## config.mk

```make
export PLATFORM = sky130hd
export DESIGN_NAME = puf_soc_ro_challenge_seq_flat
export DESIGN_NICKNAME = d
export VERILOG_FILES = /design/src/rtl/puf_soc_ro_challenge_seq_pkg.sv /design/src/rtl/puf_soc_ro_challenge_seq_if.sv /design/src/rtl/puf_soc_ro_win_timer.sv /design/src/rtl/puf_soc_ro_challenge_seq.sv /design/src/flat_wrapper.sv
export SDC_FILE = /design/constraint.sdc
export NUM_CORES = 1
export LEC_CHECK = 0
export ABC_CLOCK_PERIOD_IN_PS = 2100
export CORE_MARGIN = 8
export CORE_UTILIZATION = 24
export CTS_CLUSTER_DIAMETER = 50
export DETAILED_ROUTE_END_ITERATION = 8
export GPL_ROUTABILITY_DRIVEN = 0
export GPL_TIMING_DRIVEN = 0
export PLACE_DENSITY = 0.48
export SLEW_MARGIN = 20
export SYNTH_ARGS = -nofsm -noshare
export SYNTH_HDL_FRONTEND = slang
export SYNTH_SLANG_ARGS = --single-unit
```

## constraint.sdc

```tcl
create_clock -name clk -period 2.1 [get_ports clk]
set_input_delay 0.63 -clock clk [delete_from_list [all_inputs] [get_ports clk]]
set_output_delay 0.63 -clock clk [all_outputs]
set_load 0.1 [all_outputs]
```

## src/rtl/puf_soc_ro_challenge_seq_pkg.sv

```systemverilog
// Shared types and timing constants for the RO-PUF challenge sequencer.
package puf_soc_pkg;

  typedef enum logic [2:0] {
    ST_IDLE  = 3'd0,
    ST_SETUP = 3'd1,
    ST_EVAL  = 3'd2,
    ST_HOLD  = 3'd3,
    ST_CMP   = 3'd4,
    ST_DONE  = 3'd5
  } ro_seq_state_t;

  // Cycles the decoder stays disabled after a window before the counts are compared.
  localparam int HOLD_CYCLES = 2;
  // SETUP + HOLD + CMP cycles added to every evaluation window.
  localparam int PAIR_OVERHEAD = 4;

endpackage

```

## src/rtl/puf_soc_ro_challenge_seq_if.sv

```systemverilog
// Bundle between the SoC control side, the RO decoder/counter fabric and the sequencer.
interface puf_soc_ro_challenge_seq_if
  import puf_soc_pkg::*;
#(
  parameter int MUX_LENGTH = 16,
  parameter int N_PAIRS    = MUX_LENGTH / 2,
  parameter int CNT_W      = 16
) ();
  localparam int SEL_W = $clog2(MUX_LENGTH);
  localparam int TIE_W = $clog2(N_PAIRS + 1);

  // i_start is a request sampled only while idle; a request seen while busy is dropped, never queued.
  // o_resp_valid is a single-cycle pulse with no ready; o_resp/o_tie_cnt hold until the next accepted start.
  logic               i_start;
  logic [SEL_W-1:0]   i_chal_seed;
  logic [CNT_W-1:0]   i_cnt_a;
  logic [CNT_W-1:0]   i_cnt_b;
  logic               o_cnt_clr;
  logic               o_dcod_en;
  logic [SEL_W-1:0]   o_sel_mux_0;
  logic [SEL_W-1:0]   o_sel_mux_1;
  logic               o_busy;
  logic [N_PAIRS-1:0] o_resp;
  logic               o_resp_valid;
  logic [TIE_W-1:0]   o_tie_cnt;
  ro_seq_state_t      dbg_state;

  modport master (
    input  i_start, i_chal_seed, i_cnt_a, i_cnt_b,
    output o_cnt_clr, o_dcod_en, o_sel_mux_0, o_sel_mux_1,
    output o_busy, o_resp, o_resp_valid, o_tie_cnt, dbg_state
  );

  modport slave (
    output i_start, i_chal_seed, i_cnt_a, i_cnt_b,
    input  o_cnt_clr, o_dcod_en, o_sel_mux_0, o_sel_mux_1,
    input  o_busy, o_resp, o_resp_valid, o_tie_cnt, dbg_state
  );

endinterface

```

## src/rtl/puf_soc_ro_win_timer.sv

```systemverilog
// Loadable down-counter timing one evaluation window; o_tc marks its last cycle.
module puf_soc_ro_win_timer #(
  parameter int EVAL_CYCLES = 1024
) (
  input  logic clk,
  input  logic rst,
  input  logic i_load,
  input  logic i_en,
  output logic o_tc
);
  localparam int TW = (EVAL_CYCLES > 1) ? $clog2(EVAL_CYCLES) : 1;

  logic [TW-1:0] count_q;
  logic [TW-1:0] count_d;

  always_comb begin
    count_d = count_q;
    if (i_load) begin
      count_d = TW'(EVAL_CYCLES - 1);
    end else if (i_en && (count_q != '0)) begin
      count_d = count_q - TW'(1);
    end
  end

  always_ff @(posedge clk or posedge rst) begin
    if (rst) begin
      count_q <= '0;
    end else begin
      count_q <= count_d;
    end
  end

  assign o_tc = i_en && (count_q == '0);

endmodule

```

## src/rtl/puf_soc_ro_challenge_seq.sv

```systemverilog
// Walks the RO pairs of one challenge, times each window and builds the response word.
module puf_soc_ro_challenge_seq
  import puf_soc_pkg::*;
#(
  parameter int MUX_LENGTH  = 16,
  parameter int N_PAIRS     = MUX_LENGTH / 2,
  parameter int EVAL_CYCLES = 1024,
  parameter int CNT_W       = 16
) (
  input logic                        clk,
  input logic                        rst,
  puf_soc_ro_challenge_seq_if.master bus
);
  localparam int SEL_W  = $clog2(MUX_LENGTH);
  localparam int K_W    = (N_PAIRS > 1) ? $clog2(N_PAIRS) : 1;
  localparam int TIE_W  = $clog2(N_PAIRS + 1);
  localparam int HOLD_W = (HOLD_CYCLES > 1) ? $clog2(HOLD_CYCLES) : 1;
  localparam logic [SEL_W-1:0]  HALF   = SEL_W'(MUX_LENGTH / 2);
  localparam logic [K_W-1:0]    K_LAST = K_W'(N_PAIRS - 1);
  localparam logic [HOLD_W-1:0] H_LAST = HOLD_W'(HOLD_CYCLES - 1);

  ro_seq_state_t      state_q, state_d;
  logic [SEL_W-1:0]   seed_q, seed_d;
  logic [K_W-1:0]     k_q, k_d;
  logic [SEL_W-1:0]   sel0_q, sel0_d;
  logic [SEL_W-1:0]   sel1_q, sel1_d;
  logic [N_PAIRS-1:0] resp_q, resp_d;
  logic [TIE_W-1:0]   tie_q, tie_d;
  logic [HOLD_W-1:0]  hold_q, hold_d;
  logic               timer_load;
  logic               timer_en;
  logic               timer_tc;

  puf_soc_ro_win_timer #(
    .EVAL_CYCLES (EVAL_CYCLES)
  ) u_win_timer (
    .clk    (clk),
    .rst    (rst),
    .i_load (timer_load),
    .i_en   (timer_en),
    .o_tc   (timer_tc)
  );

  always_comb begin
    state_d    = state_q;
    seed_d     = seed_q;
    k_d        = k_q;
    sel0_d     = sel0_q;
    sel1_d     = sel1_q;
    resp_d     = resp_q;
    tie_d      = tie_q;
    hold_d     = hold_q;
    timer_load = 1'b0;
    timer_en   = 1'b0;

    case (state_q)
      ST_IDLE: begin
        if (bus.i_start) begin
          seed_d  = bus.i_chal_seed;
          k_d     = '0;
          resp_d  = '0;
          tie_d   = '0;
          sel0_d  = bus.i_chal_seed;
          sel1_d  = bus.i_chal_seed + HALF;
          state_d = ST_SETUP;
        end
      end
      ST_SETUP: begin
        timer_load = 1'b1;
        state_d    = ST_EVAL;
      end
      ST_EVAL: begin
        timer_en = 1'b1;
        if (timer_tc) begin
          hold_d  = '0;
          state_d = ST_HOLD;
        end
      end
      ST_HOLD: begin
        hold_d = hold_q + HOLD_W'(1);
        if (hold_q == H_LAST) begin
          state_d = ST_CMP;
        end
      end
      ST_CMP: begin
        // Ties resolve to 0 and are tallied separately so software can judge bit quality.
        resp_d[k_q] = (bus.i_cnt_a > bus.i_cnt_b);
        if (bus.i_cnt_a == bus.i_cnt_b) begin
          tie_d = tie_q + TIE_W'(1);
        end
        if (k_q == K_LAST) begin
          state_d = ST_DONE;
        end else begin
          k_d     = k_q + K_W'(1);
          sel0_d  = seed_q + SEL_W'(k_q + K_W'(1));
          sel1_d  = seed_q + SEL_W'(k_q + K_W'(1)) + HALF;
          state_d = ST_SETUP;
        end
      end
      ST_DONE: begin
        state_d = ST_IDLE;
      end
      default: begin
        state_d = ST_IDLE;
      end
    endcase
  end

  always_ff @(posedge clk or posedge rst) begin
    if (rst) begin
      state_q <= ST_IDLE;
      seed_q  <= '0;
      k_q     <= '0;
      sel0_q  <= '0;
      sel1_q  <= '0;
      resp_q  <= '0;
      tie_q   <= '0;
      hold_q  <= '0;
    end else begin
      state_q <= state_d;
      seed_q  <= seed_d;
      k_q     <= k_d;
      sel0_q  <= sel0_d;
      sel1_q  <= sel1_d;
      resp_q  <= resp_d;
      tie_q   <= tie_d;
      hold_q  <= hold_d;
    end
  end

  // Enable decodes straight from the state flop so reset removes it without waiting for a clock.
  assign bus.o_dcod_en    = (state_q == ST_EVAL);
  assign bus.o_cnt_clr    = (state_q == ST_SETUP);
  assign bus.o_busy       = (state_q != ST_IDLE);
  assign bus.o_resp_valid = (state_q == ST_DONE);
  assign bus.o_sel_mux_0  = sel0_q;
  assign bus.o_sel_mux_1  = sel1_q;
  assign bus.o_resp       = resp_q;
  assign bus.o_tie_cnt    = tie_q;
  assign bus.dbg_state    = state_q;

endmodule

```

## src/flat_wrapper.sv

```systemverilog
// flat-port wrapper written by rule: the top's interface ports become plain ports
module puf_soc_ro_challenge_seq_flat import puf_soc_pkg::*;
#(
  parameter int MUX_LENGTH  = 16,
  parameter int N_PAIRS     = MUX_LENGTH / 2,
  parameter int EVAL_CYCLES = 1024,
  parameter int CNT_W       = 16
)
  (clk, rst, bus_i_start, bus_i_chal_seed, bus_i_cnt_a, bus_i_cnt_b, bus_o_cnt_clr, bus_o_dcod_en, bus_o_sel_mux_0, bus_o_sel_mux_1, bus_o_busy, bus_o_resp, bus_o_resp_valid, bus_o_tie_cnt, bus_dbg_state);
  puf_soc_ro_challenge_seq_if #(.MUX_LENGTH(MUX_LENGTH), .N_PAIRS(N_PAIRS), .CNT_W(CNT_W)) bus_i ();
  input logic clk;
  input logic rst;
  input wire logic [$bits(bus_i.i_start)-1:0] bus_i_start;
  input wire logic [$bits(bus_i.i_chal_seed)-1:0] bus_i_chal_seed;
  input wire logic [$bits(bus_i.i_cnt_a)-1:0] bus_i_cnt_a;
  input wire logic [$bits(bus_i.i_cnt_b)-1:0] bus_i_cnt_b;
  output wire logic [$bits(bus_i.o_cnt_clr)-1:0] bus_o_cnt_clr;
  output wire logic [$bits(bus_i.o_dcod_en)-1:0] bus_o_dcod_en;
  output wire logic [$bits(bus_i.o_sel_mux_0)-1:0] bus_o_sel_mux_0;
  output wire logic [$bits(bus_i.o_sel_mux_1)-1:0] bus_o_sel_mux_1;
  output wire logic [$bits(bus_i.o_busy)-1:0] bus_o_busy;
  output wire logic [$bits(bus_i.o_resp)-1:0] bus_o_resp;
  output wire logic [$bits(bus_i.o_resp_valid)-1:0] bus_o_resp_valid;
  output wire logic [$bits(bus_i.o_tie_cnt)-1:0] bus_o_tie_cnt;
  output wire logic [$bits(bus_i.dbg_state)-1:0] bus_dbg_state;
  assign bus_i.i_start = bus_i_start;
  assign bus_i.i_chal_seed = bus_i_chal_seed;
  assign bus_i.i_cnt_a = bus_i_cnt_a;
  assign bus_i.i_cnt_b = bus_i_cnt_b;
  assign bus_o_cnt_clr = bus_i.o_cnt_clr;
  assign bus_o_dcod_en = bus_i.o_dcod_en;
  assign bus_o_sel_mux_0 = bus_i.o_sel_mux_0;
  assign bus_o_sel_mux_1 = bus_i.o_sel_mux_1;
  assign bus_o_busy = bus_i.o_busy;
  assign bus_o_resp = bus_i.o_resp;
  assign bus_o_resp_valid = bus_i.o_resp_valid;
  assign bus_o_tie_cnt = bus_i.o_tie_cnt;
  assign bus_dbg_state = bus_i.dbg_state;
  puf_soc_ro_challenge_seq #(.MUX_LENGTH(MUX_LENGTH), .N_PAIRS(N_PAIRS), .EVAL_CYCLES(EVAL_CYCLES), .CNT_W(CNT_W)) u_core (.clk(clk), .rst(rst), .bus(bus_i));
endmodule
```

Yosys cells after proc, flatten, opt, wreduce, memory -nomap -nowiden
Index checks and enable logic that the tools add are counted.

cells by class
  $add $sub $neg = 8
  magnitude comparators = 3
  equal/unequal tests = 12
  muxes and demuxes = 28
  reductions and logical operators = 16

operators by type and width
  kind                                                 number
  2-to-1 mux 4 bit                                     6
  case mux 4 bit (2 select lines)                      3
  2-to-1 mux 10 bit                                    2
  2-to-1 mux 3 bit                                     6
  equality test 16 bit                                 1
  > comparator 16 bit                                  1
  case mux 8 bit (2 select lines)                      1
  case mux 3 bit (5 select lines)                      1
  logical NOT 10 bit                                   1
  nonzero test 10 bit                                  1
  subtractor 10 x 1 -> 10 bit, second input constant   1
  equality test 3 bit, second input constant           3
  AND reduction 3 bit                                  3
  adder 4 bit, second input constant                   2
  bitwise mux 8 bit                                    1
  2-to-1 mux 8 bit                                     1
  equality test 3 x 2 -> 1 bit, second input constant  2
  != test 2 x 1 -> 1 bit, second input constant        3
  case mux 3 bit (2 select lines)                      1
  AND reduction 2 bit                                  3
  nonzero test 2 bit                                   3
  adder 3 x 1 -> 4 bit, second input constant          1
  adder 4 x 1 -> 4 bit, second input constant          1
  adder 4 bit                                          1
  other kinds (12)                                     18

storage, ports and cells
  bits in registers = 41
  bits of input ports = 39
  output and inout port bits = 27
  logic and storage cells = 76

Logic depth before layout (Yosys ltp)
  word-level depth = 6
  mapped depth = 8
  gate-level depth less buffers = 8

Hierarchy
A second synthesis with hierarchy kept.

unflattened totals
  cells, all modules = 278
  area total of the unflattened synthesis = 2678.8 µm²

by module, submodules not included
  module                    instances  cells each  area an instance (µm²)  sequential area each (µm²)
  puf_soc_ro_challenge_seq  1          212         2058.2                  700.7
  puf_soc_ro_win_timer      1          66          620.6                   250.2

Least setup slack after synthesis
Ideal clock, no wire load.

  path kind = reg-to-reg
  start = reg u_core.state_q[1] (netlist: u_core.bus.dbg_state[1])
  end = reg u_core.u_win_timer.count_q[8]
  library setup time = 134 ps
  arrival time = 3288 ps
  data required time = 1966 ps
  path slack = -1321 ps
  cell stages (with the launch flop) = 6
  buffers on the path = 0
  period minus slack after synthesis = 3421 ps
  cell sequence = dfrtp_1 > nor3b_2 > o311ai_2 > nor3b_1 > xnor2_1 > nand2_1

on the way
  longest elaborated chain between the ends = 4
  elaborated cells between the ends (all ways) = 7
  those cells by class = eq/ne: 2; mux: 3; reduce/logical: 2

ends and longest elaborated chain
  item                          RTL line                         RTL
  start, declared               puf_soc_ro_challenge_seq.sv:22   ro_seq_state_t state_q, state_d;
  start signal, assigned        puf_soc_ro_challenge_seq.sv:120  state_q <= state_d;
  equality test 3 x 2 -> 1 bit  -
  net bus_o_dcod_en             flat_wrapper.sv:18               output wire logic [$bits(bus_i.o_dcod_en)-1:0] bus_o_dcod_en;
  2-to-1 mux 1 bit              puf_soc_ro_challenge_seq.sv:56   case (state_q)
  logical AND 1 bit             puf_soc_ro_win_timer.sv:20       end else if (i_en && (count_q != '0)) begin
  nonzero test 2 bit (no line)  -
  end signal, assigned          puf_soc_ro_win_timer.sv:29       count_q <= count_d;
  end, declared                 puf_soc_ro_win_timer.sv:13       logic [TW-1:0] count_q;

The timed path passes the listed nets, and every way through them passes these cells.
A chain may end at the register's enable or synchronous reset.

Worst setup path after layout
  start = reg u_core.state_q[0] (netlist: u_core.bus.dbg_state[0])
  end = out bus_o_cnt_clr

on the way
  longest elaborated chain between the ends = 1

ends and longest elaborated chain
  item                          RTL line                         RTL
  equality test 3 x 1 -> 1 bit  puf_soc_ro_challenge_seq.sv:133  assign bus.o_cnt_clr = (state_q == ST_SETUP);
  end, declared                 flat_wrapper.sv:17               output wire logic [$bits(bus_i.o_cnt_clr)-1:0] bus_o_cnt_clr;

No other way between the ends.

==> impl_metrics.csv <==
group,metric,value,unit
worst_setup_path,worstRegToRegCells,6,
synthesis,syn_nets,322,
floorplan,die_w,117,µm
cells_and_area,drive_gt1_share,42.8,%
synthesis,syn_avg_cell_area,9.51,µm²
route,finalWirelength,6.96,mm
place,place_area,3460,µm²
synthesis,yosysMostFrequentCell,"dfrtp_1",
cells_and_area,fin_cells,489,
worst_setup_path,endpoint_kind,"output port",
route,first_iter_violations,48,
floorplan,fp.dieArea,13800,µm²
synthesis,synth-xor-area-share,2.85,%
worst_setup_path,criticalPathCategory,"flop to output port",
cells_and_area,regArea,957,µm²
route,drc,0,
cts,cts_buffers,5,
synthesis,yosys.area.top_type_share,38.6,%
worst_setup_path,reg2reg_to,"u_core.bus.o_resp[4]$_DFFE_PP0P_",
cts,cts_tree,"yes",
sta,rsz0062_at_grt,"yes",
synthesis,yosys-mux-area-fraction,2.64,%
hold_path,min_to,"u_core.seed_q[3]$_DFFE_PP0P_",
worst_setup_path,worstReg2RegStart,"u_core.bus.dbg_state[0]$_DFFE_PP0P_",
worst_setup_path,cp_max_fo,5,
power,pwr-share-seq,44.6,%
global_routing,grt_pass1_vias,2316,
floorplan,io_pins,66,
hold_path,hold_start,"u_core.seed_q[3]$_DFFE_PP0P_",
global_routing,grt_max_degree,27,
sta,hold_slack,0.514,ns
route,viasPerCell,4.55,
global_routing,antenna_found_initial,0,
sta,worst_pin_slew,0.571,ns
synthesis,synth_warnings,0,
cts,htreeDepth,2,
cts,cts_sinks,38,
synthesis,syn-cell-area,2460,µm²
power,ir_drop,0.000235,V
global_routing,overflow,0,
sta,relSlewSlack,61.9,%
synthesis,synth_top_family_by_area,"simple AND/OR/NAND/NOR gates",
synthesis,synthTopCellsByArea,"dfrtp_1, ha_1, nand2_1",
power,p_sw_share,23.5,%
synthesis,synth_compound_area_share,16.1,%
job,cap_violations,0,
synthesis,ys_types,56,
route,antenna_left,0,
hold_path,min_path_type,"flop to flop",
synthesis,synth_edf_count,0,
outcome,violations,"setup timing",
floorplan,coreArea,10100,µm²
sta,max_freq,462,MHz
route,drt_pass1_iterations,4,
cts,cts_max_path_buffers,2,
power,p_per_area,403,nW/µm²
sta,fin_worst_skew,0.00743,ns
place,dp_cells,461,
floorplan,initial_core_util,24.3,%
worst_setup_path,reg2reg_slack,0.08,ns
cts,clk_pin_slew,0.08,ns
floorplan,rows,37,
sta,setup_tns,-0.145,ns
synthesis,yosysTopAreaCell,"dfrtp_1",
cells_and_area,n_antenna_cell,0,
synthesis,synth-seq-area-share,38.6,%
synthesis,yosys_most_used_dff,"dfrtp_1",
power,p_switching,384,µW
synthesis,synth_common_cells,"dfrtp_1, nand2_1, inv_1, ha_1, nor2_1",
cts,clock_latency,0.29,ns
place,post-place-ws,-0.909,ns
sta,final-setup-viol-count,3,
cts,root_buffer,"clkbuf_8",
cells_and_area,syn2layout_area_growth,65.1,%
floorplan,die_height,117,µm
sta,hold_viol_final,0,
hold_path,hold_depth,1,
power,pwr-share-comb,15.8,%
place,hpwl,5.25,mm
route,routedWlPerCell,14.2,µm
synthesis,synthSimpleGateAreaFrac,21.0,%
outcome,status,"finished, violations left",
global_routing,grt_util_all_layers,10.4,%
cells_and_area,n_fill_cell,990,
synthesis,syn_inst,259,
synthesis,async_flop_share,100,%
sta,slew_violations,0,
power,p_clk_share,39.5,%
power,power.internal,1.25,mW
power,cellLeakagePower,1.68,nW
worst_setup_path,critPathRequiredTime,1.47,ns
sta,period_needed,2.17,ns
sta,fin_ws,-0.0654,ns
global_routing,grt_pass1_wl,11.3,mm
sta,period_share,103,%
cells_and_area,design_area,4070,µm²
route,vias,2223,
cells_and_area,nets,416,
place,port_buffers,65,
worst_setup_path,crit_arrival,1.54,ns
worst_setup_path,worst_setup_path_start_kind,"flop",
synthesis,synth_fa_ha_area_share,12.5,%
cells_and_area,multi_input_area,1770,µm²
synthesis,ys_seq_elements,38,
power by group through the flow:
stage,combinational [mW],sequential (mW),clock [mW]
after floorplan,0.0979,0.746,0
after global placement,0.195,0.746,0
after detailed placement,0.202,0.746,0
after CTS,0.247,0.731,0.667
after global routing,0.288,0.731,0.697
final,0.259,0.731,0.648
critical path, cell delays in order, from the launching register on:
cell and delay [ns]:
dfrtp_4 0.43, clkbuf_16 0.14, or3b_4 0.40, clkinvlp_4 0.11, buf_12 0.17
sequential cells by signal (all words and copies together) (netlist names):
name,flops
u_core.k_q,3
u_core.u_win_timer.count_q,10
u_core.bus.o_sel_mux_0,1
u_core.bus.o_tie_cnt,4
u_core.hold_q,1
u_core.bus.dbg_state,3
u_core.bus.o_sel_mux_1,4
u_core.bus.o_resp,8
u_core.seed_q,4
worst max path at each step:
stage	from	end	slack, ns
3_5_place_dp	u_core.bus.dbg_state[0]$_DFFE_PP0P_	bus_o_cnt_clr	-0.91
2_1_floorplan	u_core.bus.dbg_state[0]$_DFFE_PP0P_	u_core.u_win_timer.count_q[8]$_DFFE_PP0P_	-0.51
4_1_cts	u_core.bus.dbg_state[0]$_DFFE_PP0P_	bus_o_cnt_clr	-0.15
6_report	u_core.bus.dbg_state[0]$_DFFE_PP0P_	bus_o_cnt_clr	-0.07
3_3_place_gp	u_core.bus.dbg_state[0]$_DFFE_PP0P_	bus_o_cnt_clr	-0.91
5_1_grt	u_core.bus.dbg_state[0]$_DFFE_PP0P_	bus_o_dcod_en	-0.11
per-layer routing:
metal | share of wire, % | GRT usage [%] | vias up
li1 | - | - | 1108
met1 | 42 | 11.9 | 1079
met2 | 53 | 19.2 | 31
met3 | 4.4 | 2.41 | 5
met4 | 0.45 | 1.79 | 0
met5 | 0 | 0 | -
what timing repair did:
action	in CTS	in global routing
buffers inserted	17	5
resized for setup	211	32
hold buffers	0	0
endpoints found under the setup margin	40	19
pin swaps	33	12
cell families (layout without fill, tap and decap cells):
group           count (synthesis)  in the layout
compound gates                 54             54
xor+xnor                        8              8
fa+ha+maj                      24             24
buf+inv                        38            132
flops                          38             38
mux                             6              6
simple gates                   91             91
layout make-up:
| class | count | area share, % |
|---|---|---|
| well taps | 136 | 4.18 |
| inverters | 28 | 2.68 |
| repair buffers | 88 | 21.5 |
| plain buffers | 9 | 1.82 |
| clock inverters | 1 | 0.738 |
| flip-flops and latches | 38 | 23.5 |
| clock buffers | 6 | 2.03 |
| multi-input cells | 183 | 43.5 |
layout by cell type, fill, tap and decap left out, types with 4 or more instances in the layout:
cell,instances
dfrtp_1,35
nand2_1,27
clkdlybuf4s15_2,23
buf_4,21
ha_4,15
inv_1,14
inv_2,13
nor2_1,12
clkdlybuf4s15_1,11
o21ai_0,10
a21oi_1,9
clkdlybuf4s50_1,9
buf_6,9
nand3_1,7
ha_1,7
clkbuf_8,6
xnor2_1,5
dlygate4sd2_1,5
nand2b_1,4
nor3_1,4
mux2_2,4
buf_2,4
buf_12,4
metrics by stage:
| step | utilization (%) | power (mW) |
|---|---|---|
| floorplan | - | 0.844 |
| global placement | 33.9 | 0.941 |
| detailed placement | 34.1 | 0.947 |
| CTS | 38.3 | 1.64 |
| global route | 40.1 | 1.72 |
| finish | 40.1 | 1.64 |
No activity file was read; power rests on OpenSTA's default activity.
==> variant: new RTL, same flow settings <==
The package constant `HOLD_CYCLES` goes from 2 to 1.
--- a/src/rtl/puf_soc_ro_challenge_seq_pkg.sv
+++ b/src/rtl/puf_soc_ro_challenge_seq_pkg.sv
@@ -12,5 +12,5 @@
 
   // Cycles the decoder stays disabled after a window before the counts are compared.
-  localparam int HOLD_CYCLES = 2;
+  localparam int HOLD_CYCLES = 1;
   // SETUP + HOLD + CMP cycles added to every evaluation window.
   localparam int PAIR_OVERHEAD = 4;
Behaviour: no difference found for any inputs over 10 cycles, from zero or initial values and one cycle with rst high; that may be too few to reach the edited logic, so the function may still have changed.
==> variant against the unedited design <==
Cell area down 6.6%; setup slack better by 81 ps; die area down 0.31%; wire length down 3.8%; count of clock-buffer cells in the layout rose by 1; power is 9.6% lower; maximum frequency increased by 3.9%; sequential share of layout area increased by 1.8 points; via count hardly changed; synthesized area down 0.36%; non-clock buffer count fell by 7; combinational power down 14%; sequential cell count stayed put; critical path type unchanged; critical endpoint is now bus_o_dcod_en.
==> variant: results (changes against the unedited design) <==
Finished Layout Cells: 491 (+0.41%)
Layout cells sized above 1: 34.1% (-8.7 points)
CP Capture Point: bus_o_dcod_en
Outcome: finished, final reports clean
Avg WL per Cell: 13.6 um (-4.2%)
Reg power frac: 49.4% (+4.8 points)
Post-CTS setup buffers: 10 (-7)
Pin count of the biggest net entering global routing: 23 (-15%)
Met3 WL: 416 um (+37%)
Met2 GRT Util: 16.7% (-2.5 points)
Initial DRC Count: 90 (+88%)
Switching share of power: 24.6% (+1.1 points)
Post-placement cell area: 0.00337 mm2 (-2.5%)
M1 WL: 3.23 mm (+9.2%)
Sequential fraction of the synthesis area: 38.8% (+0.14 points)
P_leak: 1.64 nW (-2.4%)
FF-to-FF End: u_core.bus.o_resp[1]$_DFFE_PP0P_
Crit-path max cell delay: 520 ps (+90 ps)
Syn nets: 329 (+2.2%)
Slew @ Worst Pin: 564 ps (-7.60 ps)
Synth unique cells: 46 (-18%)
R2R Setup Slk: 180 ps (+100 ps)
Clock Skews: 6.23 ps (-1.20 ps)
Cells after synthesis: 266 (+2.7%)
GR Util met1: 12.8% (+0.89 points)
Clock power share: 35.6% (-3.9 points)
Min Tclk post-route: 2080 ps (-80.9 ps)
CP arrival: 1450 ps (-90 ps)
R2R cell count: 7 (+1)
Post-DP HPWL: 4.89 mm (-6.8%)
IR drop worst, VDD: 0.199 mV (-15%)
## variant: cell types whose count changed after synthesis, sizes merged, moves of 5 or more
cell	before	now
o311ai	7	2
o21ai	12	18
o31ai	8	1
nand2	32	40
nand4	3	8
## variant: kinds of logic (layout without fill, tap and decap cells)
logic type | after synthesis | after routing | synth area share [%]
buf+inv | 36 | 125 | 6.48
simple gates | 108 | 108 | 24.1
compound gates | 46 | 46 | 12.5
fa+ha+maj | 24 | 24 | 12.5
mux | 7 | 7 | 3.06
xor+xnor | 7 | 7 | 2.50
flops | 38 | 38 | 38.8
## variant: final cells by class
class	count	area (um2)
Timing Repair Buffer	82	827
Inverter	27	110
Sequential cell	38	962
Tap cell	136	170
Fill cell	1030	6340
Buffer	8	62.6
Multi-Input combinational cell	192	1580
Clock buffer	7	86.3
Clock inverter	1	5.00
## variant: how the worst min path moves through the flow
stage                                           from  slack (ps)  depth (start not counted)                                    end
6_report       u_core.bus.o_sel_mux_1[3]$_DFFE_PP0P_         500                          2  u_core.bus.o_sel_mux_1[3]$_DFFE_PP0P_
3_3_place_gp   u_core.bus.o_sel_mux_1[3]$_DFFE_PP0P_         480                          2  u_core.bus.o_sel_mux_1[3]$_DFFE_PP0P_
2_1_floorplan              u_core.hold_q$_DFFE_PP0P_         460                          2              u_core.hold_q$_DFFE_PP0P_
3_5_place_dp   u_core.bus.o_sel_mux_1[3]$_DFFE_PP0P_         480                          2  u_core.bus.o_sel_mux_1[3]$_DFFE_PP0P_
5_1_grt                 u_core.seed_q[2]$_DFFE_PP0P_         540                          1           u_core.seed_q[2]$_DFFE_PP0P_
4_1_cts        u_core.bus.o_sel_mux_1[3]$_DFFE_PP0P_         510                          2  u_core.bus.o_sel_mux_1[3]$_DFFE_PP0P_
